===== src/rtl/vga_timing_generator.sv =====
// 640x480@60 raster timing: pixel-enable divider, h/v counters, syncs, bright,
// and a once-per-frame shadow of the game-state inputs taken at the start of vertical blanking.
module vga_timing_generator #(
    parameter int CLK_DIV = 4,
    parameter int H_TOTAL = 800,
    parameter int V_TOTAL = 525,
    parameter int H_SYNC  = 96,
    parameter int V_SYNC  = 2,
    parameter int H_START = 144,
    parameter int H_END   = 783,
    parameter int V_START = 35,
    parameter int V_END   = 514
) (
    input  logic       clk,
    input  logic       rst_n,
    input  logic [2:0] camera_view_in,
    input  logic [2:0] weapon_state_in,
    input  logic [2:0] enemy_state_in,
    input  logic [2:0] enemy_flags_in,
    output logic       pix_en,
    output logic [9:0] hCount,
    output logic [9:0] vCount,
    output logic       hSync,
    output logic       vSync,
    output logic       bright,
    output logic       frame_start,
    output logic [2:0] camera_view,
    output logic [2:0] weapon_state,
    output logic [2:0] enemy_state,
    output logic       forward_enemy_flag,
    output logic       right_enemy_flag,
    output logic       left_enemy_flag
);

    localparam int DIV_W = (CLK_DIV > 2) ? $clog2(CLK_DIV) : 1;
    localparam logic [DIV_W-1:0] DIV_LAST = DIV_W'(CLK_DIV - 1);
    localparam logic [9:0] H_LAST    = 10'(H_TOTAL - 1);
    localparam logic [9:0] V_LAST    = 10'(V_TOTAL - 1);
    localparam logic [9:0] H_SYNC_C  = 10'(H_SYNC);
    localparam logic [9:0] V_SYNC_C  = 10'(V_SYNC);
    localparam logic [9:0] H_START_C = 10'(H_START);
    localparam logic [9:0] H_END_C   = 10'(H_END);
    localparam logic [9:0] V_START_C = 10'(V_START);
    localparam logic [9:0] V_END_C   = 10'(V_END);
    localparam logic [2:0] STATE_IDLE = 3'b001;

    logic [DIV_W-1:0] r_div;
    logic             r_pix_en;
    logic [9:0]       r_h;
    logic [9:0]       r_v;
    logic             r_hsync;
    logic             r_vsync;
    logic             r_bright;
    logic             r_frame_start;
    logic [2:0]       r_camera;
    logic [2:0]       r_weapon;
    logic [2:0]       r_enemy;
    logic [2:0]       r_flags;

    logic [DIV_W-1:0] w_div_next;
    logic [9:0]       w_h_next;
    logic [9:0]       w_v_next;
    logic             w_h_wrap;
    logic             w_v_wrap;
    logic             w_latch;
    logic             w_frame_wrap;

    always_comb begin
        w_div_next   = (r_div == DIV_LAST) ? '0 : r_div + 1'b1;
        w_h_wrap     = (r_h == H_LAST);
        w_v_wrap     = (r_v == V_LAST);
        w_h_next     = r_h;
        w_v_next     = r_v;
        if (r_pix_en) begin
            if (w_h_wrap) begin
                w_h_next = '0;
                w_v_next = w_v_wrap ? '0 : r_v + 10'd1;
            end else begin
                w_h_next = r_h + 10'd1;
            end
        end
        // First blanking line begins: last pixel of the last visible row rolls over.
        w_latch      = r_pix_en && w_h_wrap && (r_v == V_END_C);
        w_frame_wrap = r_pix_en && w_h_wrap && w_v_wrap;
    end

    always_ff @(posedge clk) begin
        if (!rst_n) begin
            r_div         <= '0;
            r_pix_en      <= 1'b0;
            r_h           <= '0;
            r_v           <= '0;
            r_hsync       <= 1'b0;
            r_vsync       <= 1'b0;
            r_bright      <= 1'b0;
            r_frame_start <= 1'b0;
            r_camera      <= STATE_IDLE;
            r_weapon      <= STATE_IDLE;
            r_enemy       <= STATE_IDLE;
            r_flags       <= 3'b000;
        end else begin
            r_div         <= w_div_next;
            r_pix_en      <= (w_div_next == DIV_LAST);
            r_h           <= w_h_next;
            r_v           <= w_v_next;
            // Decoded from next-state counters so they line up with hCount/vCount.
            r_hsync       <= (w_h_next >= H_SYNC_C);
            r_vsync       <= (w_v_next >= V_SYNC_C);
            r_bright      <= (w_h_next >= H_START_C) && (w_h_next <= H_END_C) &&
                             (w_v_next >= V_START_C) && (w_v_next <= V_END_C);
            r_frame_start <= w_frame_wrap;
            if (w_latch) begin
                r_camera <= camera_view_in;
                r_weapon <= weapon_state_in;
                r_enemy  <= enemy_state_in;
                r_flags  <= enemy_flags_in;
            end
        end
    end

    assign pix_en             = r_pix_en;
    assign hCount             = r_h;
    assign vCount             = r_v;
    assign hSync              = r_hsync;
    assign vSync              = r_vsync;
    assign bright             = r_bright;
    assign frame_start        = r_frame_start;
    assign camera_view        = r_camera;
    assign weapon_state       = r_weapon;
    assign enemy_state        = r_enemy;
    assign left_enemy_flag    = r_flags[2];
    assign right_enemy_flag   = r_flags[1];
    assign forward_enemy_flag = r_flags[0];

endmodule


===== config.mk =====
export PLATFORM = sky130hd
export DESIGN_NAME = vga_timing_generator
export DESIGN_NICKNAME = d
export VERILOG_FILES = /design/src/rtl/vga_timing_generator.sv
export SDC_FILE = /design/constraint.sdc
export NUM_CORES = 1
export LEC_CHECK = 0
export CAP_MARGIN = 10
export CORE_UTILIZATION = 35
export CTS_CLUSTER_SIZE = 20
export DETAILED_ROUTE_END_ITERATION = 12
export MAX_ROUTING_LAYER = met4
export PLACE_DENSITY = 0.7
export SYNTH_ARGS = -nofsm -noshare
export SYNTH_HDL_FRONTEND = slang
export SYNTH_SLANG_ARGS = --single-unit
export TNS_END_PERCENT = 5

===== constraint.sdc =====
create_clock -name clk -period 3.5 [get_ports clk]
set_clock_uncertainty 0.05 [all_clocks]
set_input_delay 0.7 -clock clk [delete_from_list [all_inputs] [get_ports clk]]
set_output_delay 0.7 -clock clk [all_outputs]
set_load 0.005 [all_outputs]

==> qor.txt, run 1 <==
Final HPWL DP: 3.178 mm
Die ar.: 0.005795 sq mm
initial antenna violation count: 0
drt wl/cell: 12.97 microns
power share of the combinational group: 0.072
Longest Clk Path Bufs: 2
Detail Route Antenna Nets: 0
Critical Path RT: 3.64 ns
Initial Util: 0.3695
fin util: 0.4918
PwrDens: 316.4 mW/mm^2
DRT iter0 DRCs: 149
post-detailed-routing wire length: 4.436 mm
Hold Path Sink: r_div[0]
Post-Syn Instances: 225
Sw Ratio: 0.2310
EDFF count, synth: 0
Hold Path Cell Cnt: 1
post-route clock period utilization: 0.8589
Main synth FF type: dfxtp_1
Max H-tree Level: 2
Synth cell types: 42
largest net degree at the start of global routing: 31
number of hold buffers added after cts: 0
die width: 76.13 microns
status: finished, final reports clean
CP arrival: 3.15 ns
measured slew at the worst slew-check pin: 0.9460 ns
critical path endpoint category: register
Clock power frac: 0.358
GRT overflow: 0
FMAX: 332.6 MHz
first drt pass iteration count: 5
Crit Path Class: register to register
layout cells sized above 1: 0.06618
Hold Path Origin: r_div[0]
commonest non-fill, non-tap cell in the layout: clkdlybuf4s50_1
CTS tree: yes
DP Cell Count: 335
fin cells: 342
Post-Place Setup Slack: 0.5084 ns
most frequent cells in the layout: clkdlybuf4s50_1 (50), dfxtp_1 (39), nor2_1 (31)
num ports: 51
#FFs+latches synth: 39
reg2reg start: hCount[0]
Final Wtd Congestion: 0.8902
syn_area_per_cell: 8.547 sq um
Die Ht: 76.13 microns
core area: 0.005205 sq mm
via count: 1751
Setup WS post-layout: 0.4938 ns
leak pwr: 0.0008670 uW
vias in the first global route: 1581
mapped cell area: 0.001923 sq mm
syn nets: 245
postcts setup bufs: 0
# diodes: 0
R2R depth: 7
vias per cell: 5.120
ys async rst share: 0
Residual DRC: 0
fin nets: 292
cts bufs inserted: 5
Setup TNS Final: 0 ns
reg2reg setup slack: 0.49 ns
Final min period: 3.006 ns
Core Rows: 26
Clock Pin Slew Worst Setup and Hold Paths: 0.08 ns
Net Switching: 187.1 uW
Pins Over Slew Limit: 0
critical path launch point type: register
clk_lat worst skew: 0.29 ns
Clock Tree Root: clkbuf_8
post-synthesis sequential area ratio: 0.4060
hold crit path type: register to register
Reg power frac: 0.570
unrepaired setup endpoints after global routing: no
Crit Path Max Fanout: 12
Final Power: 810.1 uW
final count of negative-setup-slack endpoints: 0
post-cts sizing count: 0
YS warnings: 0
reg-to-reg endpoint: bright
final hold vios: 0
Peak VDD IR: 0.0002106 V
Area growth syn-to-layout: 33.12%
Max Cap Violations: 0
Pint: 622.9 uW
first-pass GRT wire length: 7.341 mm
max_slew headroom: 0.3686
Total GRT Usage: 0.1641
CTS sink count: 39
# port buffers: 50
-- cell families (layout without fill, tap and decap cells) --
| kind of cell | count (synthesis) | count (layout) | share of synthesized area |
|---|---|---|---|
| simple gates | 107 | 107 | 0.2928 |
| flops | 39 | 39 | 0.4060 |
| compound gates | 29 | 29 | 0.1002 |
| buf+inv | 20 | 67 | 0.04359 |
| mux | 14 | 14 | 0.07287 |
| xor+xnor | 10 | 10 | 0.04554 |
| fa+ha+maj | 6 | 6 | 0.03904 |
-- sequential cells by signal (all words and copies together) (netlist names) --
name / flops
vSync: 1
enemy_state: 3
camera_view: 3
pix_en: 1
vCount: 10
r_div: 2
weapon_state: 3
r_flags: 3
bright: 1
hCount: 10
hSync: 1
frame_start: 1
-- Yosys cell counts, types with 3 or more instances --
master | number | area share
inv_1 | 8 | 0.016
xnor2_1 | 5 | 0.023
dfxtp_1 | 39 | 0.41
nand3_1 | 11 | 0.029
and3_1 | 6 | 0.020
and2_1 | 4 | 0.013
a31oi_1 | 3 | 0.0098
nand4_1 | 14 | 0.046
mux2i_1 | 14 | 0.073
xor2_1 | 5 | 0.023
clkbuf_1 | 9 | 0.018
ha_1 | 6 | 0.039
nand2_1 | 14 | 0.027
or3_1 | 3 | 0.0098
a21oi_1 | 8 | 0.021
nor3_1 | 7 | 0.018
nor2_1 | 31 | 0.061
o21ai_0 | 5 | 0.013
-- how the worst max path moves through the flow --
stage / from / to / slack (ns) / cells after the start
2_1_floorplan: hCount[0] / bright / 0.71 / 8
3_3_place_gp: hCount[5] / bright / 0.59 / 6
3_5_place_dp: hCount[0] / bright / 0.51 / 7
4_1_cts: hCount[5] / bright / 0.49 / 6
5_1_grt: hCount[0] / bright / 0.30 / 7
6_report: hCount[0] / bright / 0.49 / 7
-- per-layer routing --
layer / vias to the layer above / track usage / wire [microns]
li1: 888 / - / -
met1: 805 / 0.2051 / 2096
met2: 53 / 0.2482 / 2020
met3: 5 / 0.04192 / 253
met4: 0 / 0.07500 / 65
met5: - / - / 0
-- area by class of cell --
| class | instances | area (sq um) |
|---|---|---|
| flip-flops and latches | 39 | 780.7 |
| clock buffers | 5 | 68.82 |
| repair buffers | 52 | 515.5 |
| clock inverters | 2 | 13.76 |
| multi-input cells | 166 | 1064 |
| inverters | 8 | 30.03 |
| well taps | 70 | 87.58 |
| fillers | 526 | 2645 |
-- power by group through the flow --
stage	Sequential, uW	Clock [uW]	Combinational, uW
CTS	462	301	59.5
finish	462	290	58.4
global route	464	324	64.8
global placement	472	0	58.8
floorplan	468	0	30.9
detailed placement	472	0	59.4
-- critical path, stage by stage, from the launching register on --
cell and delay [ns]:
dfxtp_1 0.40, ha_1 0.35, nand3_1 0.19, or3_4 0.50, a222oi_1 0.43, nand4_1 0.16
or4_1 0.51, a2111oi_2 0.30
-- stage by stage --
step	hold slack, ns	instance area (sq um)
finish	0.4041	2560
global route	0.4491	2560
CTS	0.4110	2560
detailed placement	0.3973	2477
global placement	0.3894	2477
floorplan	0.3765	1923
Note: power is estimated with default switching activity, not from simulation.
==> run 2, diff against run 1 <==
--- a/config.mk
+++ b/config.mk
@@ -6,6 +6,7 @@
 export NUM_CORES = 1
 export LEC_CHECK = 0
 export CAP_MARGIN = 10
+export CORE_ASPECT_RATIO = 1.5
 export CORE_UTILIZATION = 35
 export CTS_CLUSTER_SIZE = 20
 export DETAILED_ROUTE_END_ITERATION = 12
==> run 2 against run 1 <==
  * Core utilization rose by 0.55 points
  * Combinational power is 4.3% lower
  * Die area increased by 0.11%
  * Hold slack improved by 0.0065 ns
  * Cell area rose by 1.1%
  * Wire length up 1.8%
  * Largest cell class unchanged
==> qor.txt, run 2 (same netlist as run 1, synthesis figures left out) <==
status: finished, final reports clean
CP max-delay cell: or4b_4
cell family with most CP delay: simple AND/OR/NAND/NOR gates
max_slew headroom: 0.3645
Setup WS post-layout: 0.5344 ns
Crit Path Class: register to register
CP arrival: 3.11 ns
Total GRT Usage: 0.1661
cts bufs inserted: 5
measured slew at the worst slew-check pin: 0.9521 ns
worst-path cell chain: or4b_4 > or3_4 > a222oi_1 > nand4_1 > or4_1 > a2111oi_2
post-cts sizing count: 0
CTS tree: yes
layout cells sized above 1: 0.06960
via count: 1773
Final min period: 2.966 ns
# port buffers: 50
Longest Clk Path Bufs: 2
final hold vios: 0
DRT iter0 DRCs: 76
die width: 62.53 microns
Hold Path Sink: r_div[0]
critical path endpoint category: register
Clock Pin Slew Worst Setup and Hold Paths: 0.07 ns
largest net degree at the start of global routing: 31
leak pwr: 0.0008775 uW
M1 WL: 1.810 mm
Final Wtd Congestion: 0.8329
reg2reg start: hCount[5]
R2R depth: 6
Max H-tree Level: 2
final-layout fill cell count: 526
reg-to-reg endpoint: bright
postcts setup bufs: 0
most frequent cells in the layout: clkdlybuf4s50_1 (50), dfxtp_1 (39), nor2_1 (31)
post-detailed-routing wire length: 4.515 mm
Crit Path Max Fanout: 12
Peak VDD IR: 0.0003207 V
vias per cell: 5.199
FMAX: 337.2 MHz
number of hold buffers added after cts: 0
Area growth syn-to-layout: 34.61%
GRT overflow: 0
DP Cell Count: 334
final count of negative-setup-slack endpoints: 0
commonest non-fill, non-tap cell in the layout: clkdlybuf4s50_1
fin nets: 293
CTS sink count: 39
Setup TNS Final: 0 ns
Post-Place Setup Slack: 0.5597 ns
Initial Util: 0.3695
Clock Tree Root: clkbuf_8
Critical Path RT: 3.64 ns
core area: 0.005205 sq mm
Hold Path Origin: r_div[0]
fin util: 0.4974
Die Ht: 92.79 microns
drt wl/cell: 13.24 microns
first-pass GRT wire length: 7.389 mm
fin cells: 341
slowest stage delay, CP: 0.59 ns
Top Metal Used: met4
Buf/Inv on CP: 0
first drt pass iteration count: 4
Stages on worst setup path: 6
Die ar.: 0.005801 sq mm
PwrDens: 341.8 mW/mm^2
Final HPWL DP: 3.298 mm
clk_lat worst skew: 0.29 ns
Residual DRC: 0
wire length on met3: 273 microns
initial antenna violation count: 0
unrepaired setup endpoints after global routing: no
reg2reg setup slack: 0.53 ns
# diodes: 0
Pins Over Slew Limit: 0
hold crit path type: register to register
vias in the first global route: 1658
met2 wire length: 2.343 mm
Hold Path Cell Cnt: 1
Core Rows: 32
post-route clock period utilization: 0.8473
Detail Route Antenna Nets: 0
num ports: 51
critical path launch point type: register
Max Cap Violations: 0
==> run 2: cell type report <==
class / instances / area [sq um] / area share
Multi-Input combinational cell: 166 / 1064 / 0.4108
Sequential cell: 39 / 780.7 / 0.3016
Timing Repair Buffer: 53 / 523.0 / 0.2020
Tap cell: 68 / 85.08 / 0.03287
Clock buffer: 5 / 68.82 / 0.02658
Clock inverter: 2 / 37.54 / 0.01450
Inverter: 8 / 30.03 / 0.01160
==> run 2: worst max-delay path by stage <==
stage               startpoint      to
floorplan            hCount[0]  bright
CTS                  hCount[5]  bright
global placement     hCount[5]  bright
detailed placement   hCount[5]  bright
finish               hCount[5]  bright
global route         hCount[0]  bright
==> run 2: metrics by stage <==
stage                     hold WS, ns  instance area, sq um  power [uW]
after floorplan                0.3765                  1923       498.6
after global placement         0.3870                  2482       530.4
after detailed placement       0.3986                  2482       531.1
after CTS                      0.4164                  2589       893.4
after global routing           0.4393                  2589       920.1
final                          0.4107                  2589       884.7
==> run 2: power by group <==
part | internal [uW] | switching, uW
Clock | 208 | 156
Sequential | 452 | 12.0
Combinational | 34.0 | 21.9
Total | 694 | 190
==> run 2: per-layer routing <==
| layer | up-vias | GRT usage |
|---|---|---|
| met5 | - | - |
| met4 | 0 | 0.08721 |
| met3 | 9 | 0.03448 |
| met2 | 64 | 0.2980 |
| met1 | 802 | 0.1675 |
| li1 | 898 | - |
==> run 3, diff against run 2 <==
==> constraint.sdc (replaced) <==
create_clock -name clk -period 2.75 [get_ports clk]
set_clock_uncertainty 0.05 [all_clocks]
set_input_delay 0.55 -clock clk [delete_from_list [all_inputs] [get_ports clk]]
set_output_delay 0.55 -clock clk [all_outputs]
set_load 0.005 [all_outputs]
==> run 3 against run 2 <==
  * Cell area is 7.5% higher
  * First-iteration DRC count is 7.9% lower
  * Sequential cell count stayed put
  * Critical path depth stayed put
  * Die area stayed put
  * Critical endpoint unchanged
  * Non-clock buffer count is 23 higher
  * Critical path type unchanged
  * Setup slack worse by 0.49 ns
==> qor.txt, run 3 (same netlist as run 1, synthesis figures left out) <==
# diodes: 0
most frequent cells in the layout: clkdlybuf4s50_1 (50), dfxtp_1 (38), nor2_1 (31)
largest net degree at the start of global routing: 16
Detail Route Antenna Nets: 0
final count of negative-setup-slack endpoints: 0
CP arrival: 2.85 ns
DRT iter0 DRCs: 70
Residual DRC: 0
critical path endpoint category: register
Final Cell Area: 0.002784 sq mm
fin nets: 316
drt wl/cell: 14.07 microns
final hold vios: 0
Peak VDD IR: 0.0002496 V
Crit Path Max Fanout: 3
DP Cell Count: 357
Post-Place Setup Slack: -0.006860 ns
final-layout fill cell count: 507
measured slew at the worst slew-check pin: 0.5392 ns
num ports: 51
Initial Util: 0.3695
CTS tree: yes
vias in the first global route: 1809
first-pass GRT wire length: 8.404 mm
postcts setup bufs: 0
Longest Clk Path Bufs: 2
Final min period: 2.704 ns
die width: 62.53 microns
first drt pass iteration count: 4
Final Power: 1160 uW
Hold Path Cell Cnt: 1
Core Rows: 32
FMAX: 369.8 MHz
clk_lat worst skew: 0.30 ns
# port buffers: 50
Clock Tree Root: clkbuf_8
Die ar.: 0.005801 sq mm
unrepaired setup endpoints after global routing: yes
Critical Path RT: 2.90 ns
hold crit path type: register to register
cts bufs inserted: 5
PwrDens: 416.7 mW/mm^2
Max Cap Violations: 0
Clock Pin Slew Worst Setup and Hold Paths: 0.08 ns
Area growth syn-to-layout: 44.76%
via count: 1891
GRT overflow: 0
Final HPWL DP: 3.755 mm
CTS sink count: 39
initial antenna violation count: 0
Final Wtd Congestion: 0.8793
leak pwr: 0.001016 uW
Die Ht: 92.79 microns
commonest non-fill, non-tap cell in the layout: clkdlybuf4s50_1
critical path launch point type: register
Setup WS post-layout: 0.04602 ns
R2R depth: 6
Total GRT Usage: 0.1888
status: finished, final reports clean
core area: 0.005205 sq mm
number of hold buffers added after cts: 0
Max H-tree Level: 2
fin cells: 365
layout cells sized above 1: 0.1515
Pins Over Slew Limit: 0
max_slew headroom: 0.6402
post-route clock period utilization: 0.9833
post-detailed-routing wire length: 5.134 mm
Crit Path Class: register to register
placed instance area: 0.002655 sq mm
vias per cell: 5.181
[run 3: cell types whose count changed in the layout (fill, tap and decap cells not counted), sizes merged]
cell      change
buf          +23
clkinv        +2
clkinvlp      -1
[run 3: final cells by class]
type,instances,area (sq um),area share
well taps,68,85.08,0.03056
clock inverters,3,43.79,0.01573
inverters,8,30.03,0.01079
multi-input cells,166,1079,0.3874
repair buffers,76,695.7,0.2499
clock buffers,5,68.82,0.02472
flip-flops and latches,39,782.0,0.2809
[run 3: worst paths after layout]
kind,from,end,slack (ns)
worst max-delay path,hCount[5],bright,0.05
worst min register to register,r_div[0],r_div[0],0.41
worst max register to register,hCount[5],bright,0.05
worst min-delay path,r_div[0],r_div[0],0.41
[run 3: repair_timing]
| action | 4_1_cts | 5_1_grt |
|---|---|---|
| pin swaps | 3 | 3 |
| setup endpoints to repair | 1 | 1 |
| gates resized for setup | 2 | 1 |
[run 3: per-stage QoR]
stage          hold WS [ns]   TNS (ns)    util
2_1_floorplan        0.3765          0       -
3_3_place_gp         0.3869          0  0.5101
3_5_place_dp         0.3977  -0.006860  0.5101
4_1_cts              0.4135  -0.001337  0.5337
5_1_grt              0.4549   -0.06195  0.5349
6_report             0.4063          0  0.5349
[run 3: layer usage]
metal | routed length, microns | up-vias | track usage
li1 | - | 942 | -
met1 | 2109 | 884 | 0.1987
met2 | 2704 | 54 | 0.3370
met3 | 186 | 11 | 0.03325
met4 | 132 | 0 | 0.09109
met5 | 0 | - | -
[run 3: critical path, stage by stage, from the launching register on]
cell       delay, ns
dfxtp_2         0.33
or4b_4          0.54
or3_4           0.39
a222oi_1        0.38
nand4_1         0.17
or4_1           0.44
a2111oi_2       0.30
[run 3: power by group]
group          leakage [uW]  internal (uW)  switching, uW
sequential         0.000316            575           12.1
combinational      0.000642           53.0           35.5
clock             0.0000581            270            214
